==> src/rtl/ccss_multicore_arbiter_pkg.sv <==
// Shared types and helpers for the CCSS multi-core launch / memory arbiter.
// Holds the controller state encoding, the core-count ceiling and the
// pointer-width helper used by the top and the round-robin arbiter.
package ccss_arb_pkg;

    localparam int MAX_CORES = 8;

    typedef enum logic [1:0] {
        IDLE        = 2'd0,
        RESET_CORES = 2'd1,
        RUN         = 2'd2,
        DONE        = 2'd3
    } arb_state_e;

    // Width of an index into 'value' entries; never below one bit so that a
    // single-core build still has a legal (constant-zero) pointer.
    function automatic int clog2(input int value);
        int result;
        result = 32'sd1;
        while ((32'sd1 << result) < value) begin
            result = result + 32'sd1;
        end
        return result;
    endfunction

endpackage

==> src/rtl/ccss_multicore_arbiter_if.sv <==
// Core-side request bus plus the single DRAM port of the CCSS arbiter.
// 'master' is the core/memory side that issues requests and returns mem_q;
// 'slave' is the arbiter that grants and drives the memory port.
interface ccss_multicore_arbiter_if #(
    parameter int NUM_CORES = 4,
    parameter int DATA_W    = 16,
    parameter int ADDR_W    = 16
);
    logic [NUM_CORES-1:0]        core_req;
    logic [NUM_CORES-1:0]        core_we;
    logic [NUM_CORES*ADDR_W-1:0] core_addr;
    logic [NUM_CORES*DATA_W-1:0] core_wdata;
    logic [NUM_CORES-1:0]        core_gnt;
    logic [NUM_CORES-1:0]        core_rvalid;
    logic [DATA_W-1:0]           core_rdata;
    logic [ADDR_W-1:0]           mem_addr;
    logic [DATA_W-1:0]           mem_wdata;
    logic                        mem_wren;
    logic [DATA_W-1:0]           mem_q;

    modport master (
        output core_req, core_we, core_addr, core_wdata, mem_q,
        input  core_gnt, core_rvalid, core_rdata, mem_addr, mem_wdata, mem_wren
    );

    modport slave (
        input  core_req, core_we, core_addr, core_wdata, mem_q,
        output core_gnt, core_rvalid, core_rdata, mem_addr, mem_wdata, mem_wren
    );
endinterface

==> src/rtl/ccss_multicore_arbiter_rr_arbiter.sv <==
// Purely combinational rotating-priority arbiter. The search starts at 'ptr'
// and walks upward with wrap; the first unmasked requester wins. The pointer
// register itself is owned by the instantiating block.
module rr_arbiter
    import ccss_arb_pkg::*;
#(
    parameter int N  = 4,
    parameter int PW = 2
) (
    input  logic [N-1:0]  req,
    input  logic [N-1:0]  mask,
    input  logic [PW-1:0] ptr,
    input  logic          en,
    output logic [N-1:0]  gnt,
    output logic [PW-1:0] idx,
    output logic          valid
);

    logic [N-1:0]  eligible_s;
    logic [PW-1:0] cand_s;

    // Requests that may compete this cycle: enabled and not masked off.
    always_comb begin
        eligible_s = '0;
        if (en) begin
            eligible_s = req & ~mask;
        end else begin
            eligible_s = '0;
        end
    end

    // Rotating first-match search starting at the pointer.
    always_comb begin
        gnt    = '0;
        idx    = '0;
        valid  = 1'b0;
        cand_s = '0;
        for (int i = 0; i < N; i++) begin
            cand_s = PW'((int'(ptr) + i) % N);
            if (!valid && eligible_s[cand_s]) begin
                valid       = 1'b1;
                idx         = cand_s;
                gnt[cand_s] = 1'b1;
            end else begin
                idx = idx;
            end
        end
    end

endmodule

==> src/rtl/ccss_multicore_arbiter.sv <==
// CCSS multi-core launch and shared data-memory controller.
// Sequences reset/run/completion of NUM_CORES datapaths and arbitrates their
// memory traffic round-robin onto one DRAM port (read data one cycle later).
// Optional build macro CCSS_STALL_CNT_EN adds per-core saturating stall
// counters; without it stall_cnt is tied to zero.
module ccss_multicore_arbiter
    import ccss_arb_pkg::*;
#(
    parameter int NUM_CORES = 4,
    parameter int DATA_W    = 16,
    parameter int ADDR_W    = 16,
    parameter int CNT_W     = 32
) (
    input  logic                    clk,
    input  logic                    rst,
    input  logic                    start,
    output logic [NUM_CORES-1:0]    core_rst,
    output logic [NUM_CORES-1:0]    core_run,
    input  logic [NUM_CORES-1:0]    core_end,
    ccss_multicore_arbiter_if.slave bus,
    output logic                    busy,
    output logic                    all_done,
    output logic [CNT_W-1:0]        run_cycles,
    output logic [NUM_CORES*16-1:0] stall_cnt
);

    localparam int PW = clog2(NUM_CORES);

    arb_state_e           state_r;
    arb_state_e           state_s;
    logic [NUM_CORES-1:0] done_mask_r;
    logic [PW-1:0]        ptr_r;
    logic [PW-1:0]        ptr_next_s;
    logic [NUM_CORES-1:0] rd_pending_r;
    logic [ADDR_W-1:0]    last_addr_r;
    logic [DATA_W-1:0]    last_wdata_r;
    logic [CNT_W-1:0]     run_cycles_r;
    logic [NUM_CORES-1:0] gnt_s;
    logic [PW-1:0]        gnt_idx_s;
    logic                 gnt_valid_s;
    logic                 arb_en_s;
    logic [ADDR_W-1:0]    win_addr_s;
    logic [DATA_W-1:0]    win_wdata_s;
    logic                 win_we_s;

    // Next-state logic of the launch/run/done sequencer.
    always_comb begin
        state_s = state_r;
        case (state_r)
            IDLE: begin
                if (start) state_s = RESET_CORES;
                else       state_s = IDLE;
            end
            RESET_CORES: state_s = RUN;
            RUN: begin
                if (&(done_mask_r | core_end)) state_s = DONE;
                else                           state_s = RUN;
            end
            DONE: begin
                if (start) state_s = RESET_CORES;
                else       state_s = DONE;
            end
            default: state_s = IDLE;
        endcase
    end

    // Sequencer state register.
    always_ff @(posedge clk) begin
        if (!rst) state_r <= IDLE;
        else      state_r <= state_s;
    end

    // Sticky per-core completion mask and saturating run-cycle counter.
    always_ff @(posedge clk) begin
        if (!rst) begin
            done_mask_r  <= '0;
            run_cycles_r <= '0;
        end else if (state_r == RESET_CORES) begin
            done_mask_r  <= '0;
            run_cycles_r <= '0;
        end else if (state_r == RUN) begin
            done_mask_r <= done_mask_r | core_end;
            if (run_cycles_r != {CNT_W{1'b1}}) begin
                run_cycles_r <= run_cycles_r + CNT_W'(1);
            end
        end
    end

    // Status and per-core control outputs, all decoded from registered state.
    always_comb begin
        core_rst   = '0;
        core_run   = '0;
        busy       = 1'b0;
        all_done   = 1'b0;
        run_cycles = run_cycles_r;
        arb_en_s   = 1'b0;
        case (state_r)
            IDLE: busy = 1'b0;
            RESET_CORES: begin
                core_rst = '1;
                busy     = 1'b1;
            end
            RUN: begin
                core_run = ~done_mask_r;
                busy     = 1'b1;
                arb_en_s = 1'b1;
            end
            DONE: all_done = 1'b1;
            default: busy = 1'b0;
        endcase
    end

    rr_arbiter #(
        .N  (NUM_CORES),
        .PW (PW)
    ) u_rr_arbiter (
        .req   (bus.core_req),
        .mask  (done_mask_r),
        .ptr   (ptr_r),
        .en    (arb_en_s),
        .gnt   (gnt_s),
        .idx   (gnt_idx_s),
        .valid (gnt_valid_s)
    );

    // Winner's address/data/direction and the pointer value after it.
    always_comb begin
        win_addr_s  = bus.core_addr[int'(gnt_idx_s)*ADDR_W +: ADDR_W];
        win_wdata_s = bus.core_wdata[int'(gnt_idx_s)*DATA_W +: DATA_W];
        win_we_s    = bus.core_we[gnt_idx_s];
        ptr_next_s  = ptr_r;
        if (gnt_idx_s == PW'(NUM_CORES - 1)) ptr_next_s = '0;
        else                                 ptr_next_s = gnt_idx_s + PW'(1);
    end

    // Pointer, held memory-port values and the one-cycle read return tracker.
    always_ff @(posedge clk) begin
        if (!rst) begin
            ptr_r        <= '0;
            last_addr_r  <= '0;
            last_wdata_r <= '0;
            rd_pending_r <= '0;
        end else begin
            if (gnt_valid_s) begin
                ptr_r        <= ptr_next_s;
                last_addr_r  <= win_addr_s;
                last_wdata_r <= win_wdata_s;
            end
            if (gnt_valid_s && !win_we_s) rd_pending_r <= gnt_s;
            else                          rd_pending_r <= '0;
        end
    end

    // Memory port and core-side return path; address/data hold when idle.
    always_comb begin
        bus.core_gnt    = gnt_s;
        bus.core_rvalid = rd_pending_r;
        bus.core_rdata  = '0;
        bus.mem_addr    = last_addr_r;
        bus.mem_wdata   = last_wdata_r;
        bus.mem_wren    = 1'b0;
        if (gnt_valid_s) begin
            bus.mem_addr  = win_addr_s;
            bus.mem_wdata = win_wdata_s;
            bus.mem_wren  = win_we_s;
        end else begin
            bus.mem_wren  = 1'b0;
        end
        if (|rd_pending_r) bus.core_rdata = bus.mem_q;
        else               bus.core_rdata = '0;
    end

`ifdef CCSS_STALL_CNT_EN
    logic [15:0] stall_r [NUM_CORES];

    // Count RUN cycles in which a core waits on an ungranted request.
    always_ff @(posedge clk) begin
        if (!rst || state_r == RESET_CORES) begin
            for (int i = 0; i < NUM_CORES; i++) stall_r[i] <= 16'h0000;
        end else if (state_r == RUN) begin
            for (int i = 0; i < NUM_CORES; i++) begin
                if (bus.core_req[i] && !gnt_s[i] && stall_r[i] != 16'hFFFF) begin
                    stall_r[i] <= stall_r[i] + 16'h0001;
                end
            end
        end
    end

    // Pack the counters onto the flat output bus.
    always_comb begin
        stall_cnt = '0;
        for (int i = 0; i < NUM_CORES; i++) stall_cnt[i*16 +: 16] = stall_r[i];
    end
`else
    assign stall_cnt = '0;
`endif

endmodule

==> src/flat_wrapper.sv <==
// flat-port wrapper written by rule: the top's interface ports become plain ports
module ccss_multicore_arbiter_flat import ccss_arb_pkg::*;
#(
    parameter int NUM_CORES = 4,
    parameter int DATA_W    = 16,
    parameter int ADDR_W    = 16,
    parameter int CNT_W     = 32
)
  (clk, rst, start, core_rst, core_run, core_end, busy, all_done, run_cycles, stall_cnt, bus_core_req, bus_core_we, bus_core_addr, bus_core_wdata, bus_mem_q, bus_core_gnt, bus_core_rvalid, bus_core_rdata, bus_mem_addr, bus_mem_wdata, bus_mem_wren);
  ccss_multicore_arbiter_if #(.NUM_CORES(NUM_CORES), .DATA_W(DATA_W), .ADDR_W(ADDR_W)) bus_i ();
  input  logic clk;
  input  logic rst;
  input  logic start;
  output logic [NUM_CORES-1:0] core_rst;
  output logic [NUM_CORES-1:0] core_run;
  input  logic [NUM_CORES-1:0] core_end;
  output logic busy;
  output logic all_done;
  output logic [CNT_W-1:0] run_cycles;
  output logic [NUM_CORES*16-1:0] stall_cnt;
  input wire logic [$bits(bus_i.core_req)-1:0] bus_core_req;
  input wire logic [$bits(bus_i.core_we)-1:0] bus_core_we;
  input wire logic [$bits(bus_i.core_addr)-1:0] bus_core_addr;
  input wire logic [$bits(bus_i.core_wdata)-1:0] bus_core_wdata;
  input wire logic [$bits(bus_i.mem_q)-1:0] bus_mem_q;
  output wire logic [$bits(bus_i.core_gnt)-1:0] bus_core_gnt;
  output wire logic [$bits(bus_i.core_rvalid)-1:0] bus_core_rvalid;
  output wire logic [$bits(bus_i.core_rdata)-1:0] bus_core_rdata;
  output wire logic [$bits(bus_i.mem_addr)-1:0] bus_mem_addr;
  output wire logic [$bits(bus_i.mem_wdata)-1:0] bus_mem_wdata;
  output wire logic [$bits(bus_i.mem_wren)-1:0] bus_mem_wren;
  assign bus_i.core_req = bus_core_req;
  assign bus_i.core_we = bus_core_we;
  assign bus_i.core_addr = bus_core_addr;
  assign bus_i.core_wdata = bus_core_wdata;
  assign bus_i.mem_q = bus_mem_q;
  assign bus_core_gnt = bus_i.core_gnt;
  assign bus_core_rvalid = bus_i.core_rvalid;
  assign bus_core_rdata = bus_i.core_rdata;
  assign bus_mem_addr = bus_i.mem_addr;
  assign bus_mem_wdata = bus_i.mem_wdata;
  assign bus_mem_wren = bus_i.mem_wren;
  ccss_multicore_arbiter #(.NUM_CORES(NUM_CORES), .DATA_W(DATA_W), .ADDR_W(ADDR_W), .CNT_W(CNT_W)) u_core (.clk(clk), .rst(rst), .start(start), .core_rst(core_rst), .core_run(core_run), .core_end(core_end), .bus(bus_i), .busy(busy), .all_done(all_done), .run_cycles(run_cycles), .stall_cnt(stall_cnt));
endmodule
==> config.mk <==
export PLATFORM = sky130hd
export DESIGN_NAME = ccss_multicore_arbiter_flat
export DESIGN_NICKNAME = d
export VERILOG_FILES = /design/src/rtl/ccss_multicore_arbiter_pkg.sv /design/src/rtl/ccss_multicore_arbiter_if.sv /design/src/rtl/ccss_multicore_arbiter_rr_arbiter.sv /design/src/rtl/ccss_multicore_arbiter.sv /design/src/flat_wrapper.sv
export SDC_FILE = /design/constraint.sdc
export NUM_CORES = 1
export LEC_CHECK = 0
export BUFFER_PORTS_ARGS = -buffer_cell sky130_fd_sc_hd__clkbuf_2
export CAP_MARGIN = 5
export CORE_AREA = 2 2 124 126
export DETAILED_ROUTE_END_ITERATION = 12
export DIE_AREA = 0 0 126 128
export MAX_ROUTING_LAYER = met4
export PLACE_DENSITY = 0.7
export SETUP_SLACK_MARGIN = 0.5
export SLEW_MARGIN = 15
export SYNTH_ARGS = -nofsm -noshare
export SYNTH_HDL_FRONTEND = slang
export SYNTH_HIERARCHICAL = 1
export SYNTH_SLANG_ARGS = --single-unit
==> constraint.sdc <==
create_clock -name clk -period 4.4 [get_ports clk]
set_clock_uncertainty 0.05 [all_clocks]
set_input_delay 0.66 -clock clk [delete_from_list [all_inputs] [get_ports clk]]
set_output_delay 0.66 -clock clk [all_outputs]
set_load 0.02 [all_outputs]
==> results of run 1 <==
-- cell usage in the layout (no fill, tap or decap), types with 3 or more instances in the layout --
cell type,count
nand3_1,18
nor3_1,4
conb_1,64
mux2_2,8
a32oi_1,4
a31oi_1,3
clkbuf_2,227
mux2_4,24
ha_1,11
or3_1,13
inv_1,11
or4_1,6
dfxtp_1,75
mux2i_1,7
mux4_2,33
a21oi_1,24
nor2b_1,21
and4_1,5
nor4_1,6
nand2_1,24
and2_1,43
nor2_1,18
o22ai_1,3
clkbuf_16,11
nand4_1,23
buf_6,24
nand3b_1,3
o21ai_0,16
buf_4,17
and3_1,6
nand2b_1,10
-- area by class of cell --
cell class	instances	area share (%)
Inverter	12	0.599
Multi-Input combinational cell	451	48.9
Sequential cell	76	20.3
Tap cell	188	3.13
Clock inverter	3	0.915
Antenna cell	2	0.0665
Clock buffer	13	3.46
Timing Repair Buffer	277	22.7
-- registers in the layout, summed over array words and instances, names as in the netlist --
register                flops
u_core/done_mask_r          4
u_core/last_wdata_r        16
u_core/state_r              2
u_core/ptr_r                2
u_core/last_addr_r         16
u_core/bus.core_rvalid      4
u_core/run_cycles          32
-- logic make-up after synthesis --
family                   count (synthesis)
adder cells (fa/ha/maj)                 13
AND/OR/NAND/NOR                        215
XOR/XNOR                                 3
other                                    1
AO/OA/AOI/OAI                           83
multiplexers                            73
buffers and inverters                  111
flip-flops                              76
-- worst max-delay path, stage by stage, from the launching register on --
cell and delay [ns]:
dfxtp_4 0.35, buf_4 0.15, nor3b_1 0.42, o21ai_2 0.15, and3_4 0.23, a22oi_2 0.22
o221ai_4 0.13, buf_12 0.18, clkbuf_16 0.16, mux4_2 0.43, mux2_2 0.28, buf_2 0.16
-- final timing paths --
kind / startpoint / endpoint / slack [ns] / cells past startpoint
worst max-delay path: u_core/ptr_r[0] / bus_mem_wdata[1] / 0.48 / 11
worst min-delay path: u_core/run_cycles[1] / u_core/run_cycles[1] / 0.45 / 2
worst min register to register: u_core/run_cycles[1] / u_core/run_cycles[1] / 0.45 / 2
worst max register to register: u_core/ptr_r[0] / u_core/last_addr_r[5] / 1.36 / 11
-- power groups by stage --
stage                     Sequential [mW]  Combinational (mW)  Clock, mW
after floorplan                     0.756               0.560          0
after CTS                           0.743               0.809      0.852
final                               0.745               0.915      0.818
after global routing                0.749               0.978      0.874
after global placement              0.757               0.737          0
after detailed placement            0.759               0.746          0
-- what timing repair did --
item                                    CTS  global route
endpoints found under the setup margin   33            32
buffers inserted                          6             2
cloned                                    1             2
pin swaps                                 3             4
resized for setup                        31           106
-- routing by layer --
| layer | GRT usage (%) | part of all wire (%) |
|---|---|---|
| met1 | 23.0 | 38 |
| met3 | 6.30 | 7.1 |
| met5 | - | 0 |
| met2 | 35.7 | 53 |
| met4 | 7.82 | 1.6 |
==> impl_metrics.py, run 1 <==
metrics = {
    "yosys": {
        "synth-compound-area-share_pct": 10.1,
        "syn_inst": 575,
        "post_synth_num_cell_types": 65,
        "synth_warnings": 6,
        "synth-simple-area-share_pct": 23.6,
        "synth_edf_count": 0,
        "synthAdderAreaFrac_pct": 2.99,
        "muxShareOfSynthArea_pct": 21.7,
        "synth_top_area_cell": "dfxtp_1",
        "ys_seq_elements": 76,
        "yosysSeqAreaShare_pct": 27.9,
        "postSynthAreaPerCell_sq_um": 9.47,
        "synthArstFlopShare_pct": 0,
        "synth_common_cells": "dfxtp_1 (76), buf_4 (68), and2_1 (44)",
        "yosys-top-cells-area": "dfxtp_1 (28%), mux4_2 (14%), buf_4 (9.4%)",
        "synth_top_family_by_area": "simple AND/OR/NAND/NOR gates",
        "netlist_area_sq_um": 5450,
        "synth_top_cell_area_share_pct": 27.9,
        "synthFlopType": "dfxtp_1",
        "synth_xor_area_share_pct": 0.482,
        "yosysMostFrequentCell": "dfxtp_1",
    },
    "grt": {
        "grt_max_degree": 37,
        "grt_pass1_vias": 4697,
        "grt_pass1_wl_um": 25300,
        "antenna_found_initial": 2,
        "grt_use_total_pct": 20.9,
        "grt-ovfl-total": 0,
    },
    "place": {
        "placed_area_sq_um": 6680,
        "dp_hpwl_um": 13600,
        "place_congestion": 0.849,
        "port_buffers": 257,
        "dp.cells": 993,
        "pre_cts_ws_ns": 0.206,
    },
    "setup_path": {
        "crit_type": "reg -> out",
        "crit_arrival_ns": 3.21,
        "path_max_fanout": 6,
        "critPathCaptureType": "primary output",
        "required_ns": 3.69,
        "critPathLaunchType": "register",
    },
    "final_layout": {
        "multi_input_area_sq_um": 3680,
        "num-fill-cells": 1408,
        "layout-drive-gt1-share_pct": 46.3,
        "fin_nets": 999,
        "instances_no_fill": 1022,
        "fin_util_pct": 50.6,
        "final_area_sq_um": 7520,
        "syn2layout_area_growth_pct": 38.1,
        "seq_area_sq_um": 1530,
    },
    "timing": {
        "finalSetupViolCount": 0,
        "fin_crit_ns": 3.92,
        "fmax_mhz": 255,
        "tightest_slew_ns": 1.05,
        "rsz0062_at_grt": "true",
        "hold_slack_ns": 0.450,
        "fin_crit_sh_pct": 89.2,
        "setup_tns_ns": 0,
        "relSlewSlack_pct": 29.8,
        "hold_viol": 0,
        "drv_slew": 0,
        "setup_ws_ns": 0.476,
    },
    "power": {
        "ir_worst_vdd_mv": 0.157,
        "p_seq_share_pct": 30.1,
        "p_leak_nw": 3.38,
        "total_power_mw": 2.48,
        "netSwitchingPower_mw": 0.784,
        "netSwitchingFraction_pct": 31.7,
        "power_density_nw_per_um2": 329,
        "internal_power_mw": 1.69,
        "combPwrFrac_pct": 36.9,
        "clkPwrFrac_pct": 33.0,
    },
    "cts": {
        "cts_hold_buf": 0,
        "cts_made_buffers": 9,
        "clk_latency_ns": 0.34,
        "htreeDepth": 3,
        "cts-root-buf": "clkbuf_16",
        "cts_tree": "yes",
        "ctsLongestPathBuffers": 2,
        "path_clk_slew_ns": 0.06,
        "cts.sinks": 76,
    },
    "die": {
        "die_h_um": 128,
        "start_util_pct": 36.6,
        "num_rows": 45,
        "ioPinCount": 322,
        "fp.dieArea_sq_um": 16100,
        "core_region_area_sq_um": 14900,
        "die_width_um": 126,
    },
    "route": {
        "final_antenna_net_count": 0,
        "drc": 0,
        "drt-wirelength-per-cell_um": 17.5,
        "vias": 5207,
        "via_per_inst": 5.09,
        "drtPass1Iterations": 4,
        "drt_first_iter_violations": 259,
        "wirelength_um": 17800,
    },
    "job": {
        "max_cap_viol_count": 0,
    },
    "outcome": {
        "status": "completed",
    },
    "hold_path": {
        "hold_path_class": "reg -> reg",
    },
}
Power figures use the tool's default switching activity.
==> inputs of run 2 (changes only) <==
--- a/config.mk
+++ b/config.mk
@@ -12,7 +12,6 @@
 export DIE_AREA = 0 0 126 128
 export MAX_ROUTING_LAYER = met4
 export PLACE_DENSITY = 0.7
-export SETUP_SLACK_MARGIN = 0.5
 export SLEW_MARGIN = 15
 export SYNTH_ARGS = -nofsm -noshare
 export SYNTH_HDL_FRONTEND = slang
==> run 2 against run 1 <==
Worst hold slack worse by 0.00061 ns. Non-clock buffer count fell by 9. Global-route usage increased by 0.65 points. Final area shrank 6.2%. Sequential power barely moved.
==> impl_metrics.py, run 2 (synthesis results as in run 1) <==
metrics = {
    "cts": {
        "cts-root-buf": "clkbuf_16",
        "cts_made_buffers": 9,
        "cts_tree": "yes",
        "path_clk_slew_ns": 0.06,
        "clk_latency_ns": 0.35,
        "htreeDepth": 3,
        "cts_setup_buffers": 0,
        "cts.sinks": 76,
        "ctsLongestPathBuffers": 2,
        "cts_hold_buf": 0,
    },
    "hold_path": {
        "holdPathEnd": "u_core/run_cycles[1]",
        "worstHoldStart": "u_core/run_cycles[1]",
        "hold_path_class": "reg -> reg",
        "holdPathStages": 2,
    },
    "final_layout": {
        "layout-drive-gt1-share_pct": 44.6,
        "n_antenna_cell": 0,
        "syn2layout_area_growth_pct": 29.6,
        "instances_no_fill": 1011,
        "mostFrequentLayoutCells": "clkbuf_2 (257), dfxtp_1 (75), conb_1 (64)",
        "final_common_cell": "clkbuf_2",
        "largest_reg_flops": 32,
        "num-fill-cells": 1466,
        "fin_nets": 990,
    },
    "route": {
        "vias": 5190,
        "via_per_inst": 5.13,
        "drt_first_iter_violations": 305,
        "drc": 0,
        "wirelength_um": 17500,
        "drtPass1Iterations": 5,
        "drt-wirelength-per-cell_um": 17.4,
        "final_antenna_net_count": 0,
    },
    "die": {
        "num_rows": 45,
        "die_width_um": 126,
        "ioPinCount": 322,
        "start_util_pct": 36.6,
        "fp.dieArea_sq_um": 16100,
        "die_h_um": 128,
        "core_region_area_sq_um": 14900,
    },
    "grt": {
        "grt_use_total_pct": 21.5,
        "grt_pass1_wl_um": 26300,
        "grt_max_degree": 37,
        "grt_pass1_vias": 4880,
        "antenna_found_initial": 0,
        "grt-ovfl-total": 0,
    },
    "timing": {
        "fin_crit_sh_pct": 94.5,
        "tightest_slew_ns": 1.14,
        "relSlewSlack_pct": 23.9,
        "fmax_mhz": 241,
        "finalSetupViolCount": 0,
        "hold_viol": 0,
        "setup_tns_ns": 0,
        "rsz0062_at_grt": "false",
        "drv_slew": 0,
        "fin_crit_ns": 4.16,
    },
    "power": {
        "p_leak_nw": 3.22,
        "ir_worst_vdd_mv": 0.153,
        "power_density_nw_per_um2": 333,
    },
    "setup_path": {
        "crit_type": "reg -> out",
        "path_max_fanout": 18,
        "critPathLaunchType": "register",
        "reg2reg_slack_ns": 1.16,
        "required_ns": 3.69,
        "r2r_start": "u_core/ptr_r[0]",
        "timing.rr.end": "u_core/last_addr_r[5]",
        "crit_arrival_ns": 3.45,
        "r2r_cells": 11,
        "critPathCaptureType": "primary output",
    },
    "place": {
        "dp.cells": 994,
        "dp_hpwl_um": 13800,
        "port_buffers": 257,
        "place_congestion": 0.902,
    },
    "outcome": {
        "status": "completed",
    },
    "job": {
        "max_cap_viol_count": 0,
    },
}
==> run 2: cell types whose count changed in the layout (fill, tap and decap cells not counted), moves of 8 or more <==
cell	delta
buf_4	-8
buf_6	-24
clkbuf_2	+30
mux2_2	+24
mux2_4	-24
==> run 2: worst max path at each step <==
| stage | start | endpoint | slack (ns) | cells past startpoint |
|---|---|---|---|---|
| 2_1_floorplan | bus_core_req[1] | bus_mem_addr[0] | 0.27 | 9 |
| 3_3_place_gp | bus_core_req[1] | bus_mem_addr[14] | 0.31 | 10 |
| 4_1_cts | u_core/ptr_r[0] | bus_mem_addr[14] | 0.08 | 10 |
| 3_5_place_dp | bus_core_req[3] | bus_mem_addr[14] | 0.26 | 10 |
| 5_1_grt | u_core/ptr_r[0] | bus_mem_addr[10] | 0.06 | 11 |
| 6_report | u_core/ptr_r[0] | bus_mem_addr[10] | 0.24 | 11 |
==> run 2: metal layers <==
| metal | wire, um | track usage, % | share of wire, % | vias up |
|---|---|---|---|---|
| li1 | - | - | - | 2470 |
| met1 | 7160 | 26.2 | 41 | 2468 |
| met2 | 8510 | 34.2 | 48 | 219 |
| met3 | 1400 | 5.88 | 8.0 | 33 |
| met4 | 481 | 8.08 | 2.7 | 0 |
| met5 | 0 | - | 0 | - |
==> run 2: layout make-up <==
cell class                 count  area (sq um)  area share, %
multi-input combinational    451          3510           49.8
timing repair buffer         268          1400           19.8
sequential                    76          1530           21.6
clock inverter                 3          67.6          0.957
inverter                      12          45.0          0.638
tap                          188           235           3.33
clock buffer                  13           270           3.83
==> run 2: critical path, cell delays in order, from the launching register on <==
cell and delay, ns:
dfxtp_4 0.40, inv_1 0.12, ha_1 0.38, inv_1 0.10
nand3_1 0.16, mux2i_2 0.23, a22oi_1 0.15, o221ai_4 0.28
buf_12 0.23, mux4_2 0.56, mux2_2 0.30, clkbuf_2 0.18
==> run 2: metrics by stage <==
| step | power (mW) | hold slack [ns] | cell area, sq um | util [%] | setup WS (ns) |
|---|---|---|---|---|---|
| floorplan | 1.31 | 0.440 | 5680 | - | 0.268 |
| detailed placement | 1.51 | 0.440 | 6680 | 44.9 | 0.259 |
| finish | 2.35 | 0.449 | 7060 | 47.5 | 0.243 |
| global route | 2.46 | 0.497 | 7060 | 47.5 | 0.0562 |
| CTS | 2.36 | 0.452 | 7010 | 47.2 | 0.0831 |
| global placement | 1.50 | 0.438 | 6680 | 44.9 | 0.310 |
==> run 2: report_power, final <==
part / internal [mW] / leakage (nW) / switching [mW]
Clock: 0.544 / 0.162 / 0.301
Combinational: 0.318 / 2.44 / 0.440
Sequential: 0.726 / 0.616 / 0.0192
Total: 1.59 / 3.22 / 0.761
==> run 2: repair_timing <==
action | 4_1_cts | 5_1_grt
endpoints found under the setup margin | 14 | 32
cloned | 0 | 1
resized for setup | 1 | 4
endpoints found under the hold margin | 0 | 0
==> inputs of run 3 (changes only) <==
--- a/config.mk
+++ b/config.mk
@@ -11,7 +11,8 @@
 export DETAILED_ROUTE_END_ITERATION = 12
 export DIE_AREA = 0 0 126 128
 export MAX_ROUTING_LAYER = met4
-export PLACE_DENSITY = 0.7
+export PLACE_DENSITY = 0.72
+export REMOVE_ABC_BUFFERS = 1
 export SLEW_MARGIN = 15
 export SYNTH_ARGS = -nofsm -noshare
 export SYNTH_HDL_FRONTEND = slang
==> run 3 against run 2 <==
Flip-flop and latch count did not move. Sequential share of layout area rose by 0.19 points. Via count rose by 0.71%. Cell count barely moved. Combinational power fell by 2.9%. Worst hold slack improved by 0.0011 ns. Die area did not move. Sequential power barely moved. Setup slack got worse by 0.019 ns. Critical path type unchanged. Critical endpoint is now bus_mem_addr[15].
==> impl_metrics.py, run 3 (synthesis results as in run 1) <==
metrics = {
    "setup_path": {
        "critPathCaptureType": "primary output",
        "r2r_cells": 10,
        "cp.depth": 10,
        "path_delay_family": "simple AND/OR/NAND/NOR gates",
        "cp_slowest_cell": "mux4_2",
        "crit_type": "reg -> out",
        "crit_arrival_ns": 3.47,
        "path_cells": "buf_4, or3b_2, nand3_1, and2_1, o21ai_0, o221ai_4, buf_12, mux4_2, mux2_2, clkbuf_2",
        "critPathLaunchType": "register",
        "required_ns": 3.69,
        "worst-path-buf-inv": 3,
        "max_stage_delay_ns": 0.55,
        "path_max_fanout": 35,
    },
    "grt": {
        "grt-ovfl-total": 0,
        "grt_max_degree": 37,
        "grt_pass1_wl_um": 25400,
        "grt_use_total_pct": 20.2,
        "antenna_found_initial": 0,
        "grt_pass1_vias": 5102,
    },
    "place": {
        "pre_cts_ws_ns": 0.299,
        "port_buffers": 257,
        "dp_hpwl_um": 12600,
        "placed_area_sq_um": 6680,
        "place_congestion": 0.864,
        "dp.cells": 994,
    },
    "hold_path": {
        "holdPathStages": 2,
        "hold_path_class": "reg -> reg",
    },
    "route": {
        "drt_first_iter_violations": 322,
        "final_antenna_net_count": 0,
        "drc": 0,
        "drt-wirelength-per-cell_um": 15.9,
        "drtPass1Iterations": 4,
        "via_per_inst": 5.18,
        "wirelength_um": 16100,
        "vias": 5227,
    },
    "power": {
        "ir_worst_vdd_mv": 0.201,
        "power_density_nw_per_um2": 319,
        "p_leak_nw": 3.19,
    },
    "cts": {
        "cts_setup_buffers": 0,
        "cts_made_buffers": 9,
        "htreeDepth": 3,
        "cts.sinks": 76,
        "cts_tree": "yes",
        "cts-root-buf": "clkbuf_16",
        "path_clk_slew_ns": 0.06,
        "clk_latency_ns": 0.34,
        "cts_hold_buf": 0,
        "ctsLongestPathBuffers": 2,
    },
    "outcome": {
        "status": "completed",
    },
    "timing": {
        "finalSetupViolCount": 0,
        "setup_tns_ns": 0,
        "relSlewSlack_pct": 25.1,
        "fin_crit_sh_pct": 94.9,
        "tightest_slew_ns": 1.12,
        "setup_ws_ns": 0.224,
        "hold_viol": 0,
        "drv_slew": 0,
        "rsz0062_at_grt": "false",
        "fmax_mhz": 239,
        "fin_crit_ns": 4.18,
    },
    "final_layout": {
        "layout-drive-gt1-share_pct": 44.2,
        "final_common_cell": "clkbuf_2",
        "n_antenna_cell": 0,
        "fin_util_pct": 46.9,
        "instances_no_fill": 1010,
        "num-fill-cells": 1503,
        "final_area_sq_um": 6980,
        "fin_nets": 989,
        "largest_reg_flops": 32,
        "syn2layout_area_growth_pct": 28.1,
        "mostFrequentLayoutCells": "clkbuf_2 (257), dfxtp_1 (76), conb_1 (64)",
    },
    "die": {
        "die_h_um": 128,
        "fp.dieArea_sq_um": 16100,
        "ioPinCount": 322,
        "start_util_pct": 36.6,
        "num_rows": 45,
        "die_width_um": 126,
        "core_region_area_sq_um": 14900,
    },
    "job": {
        "max_cap_viol_count": 0,
    },
}
==> run 3: layout make-up <==
cell class	count	area [sq um]	area share [%]
multi-input combinational	451	3510	50.3
sequential	76	1520	21.8
timing repair buffer	267	1370	19.7
tap	188	235	3.37
clock buffer	10	229	3.28
clock inverter	6	65.1	0.932
inverter	12	45.0	0.646
==> run 3: tightest hold or removal path, delay by kind of cell, from the launching register on <==
kind / cells / cell delay, ns
flip-flops: 1 / 0.34
AND/OR/NAND/NOR: 1 / 0.06
AO/OA/AOI/OAI: 1 / 0.05
==> run 3: stage by stage <==
stage | hold WS (ns) | total power, mW
after floorplan | 0.440 | 1.25
after detailed placement | 0.444 | 1.50
after CTS | 0.453 | 2.25
after global placement | 0.438 | 1.48
after global routing | 0.490 | 2.34
final | 0.450 | 2.22
==> run 3: path summary, 6_finish.rpt <==
| path | start | to | slack (ns) |
|---|---|---|---|
| max | u_core/ptr_r[0] | bus_mem_addr[15] | 0.22 |
| min | u_core/run_cycles[1] | u_core/run_cycles[1] | 0.45 |
| max reg2reg | u_core/ptr_r[0] | u_core/last_wdata_r[2] | 1.11 |
| min reg2reg | u_core/run_cycles[1] | u_core/run_cycles[1] | 0.45 |
==> run 3: power breakdown <==
| part | leakage, nW | switching (mW) | internal, mW |
|---|---|---|---|
| sequential | 0.615 | 0.0174 | 0.725 |
| combinational | 2.43 | 0.426 | 0.310 |
| clock | 0.142 | 0.305 | 0.440 |
==> run 3: repair_timing <==
action,CTS,global route
endpoints found under the hold margin,0,0
gates resized for setup,0,1
setup endpoints to repair,0,19
==> run 3: per-layer routing <==
layer	vias to the layer above	routed length, um	track usage, %	share of wire, %
li1	2484	-	-	-
met1	2474	6490	22.5	40
met2	237	8050	35.0	50
met3	32	1120	4.59	7.0
met4	0	395	8.53	2.5
met5	-	0	-	0
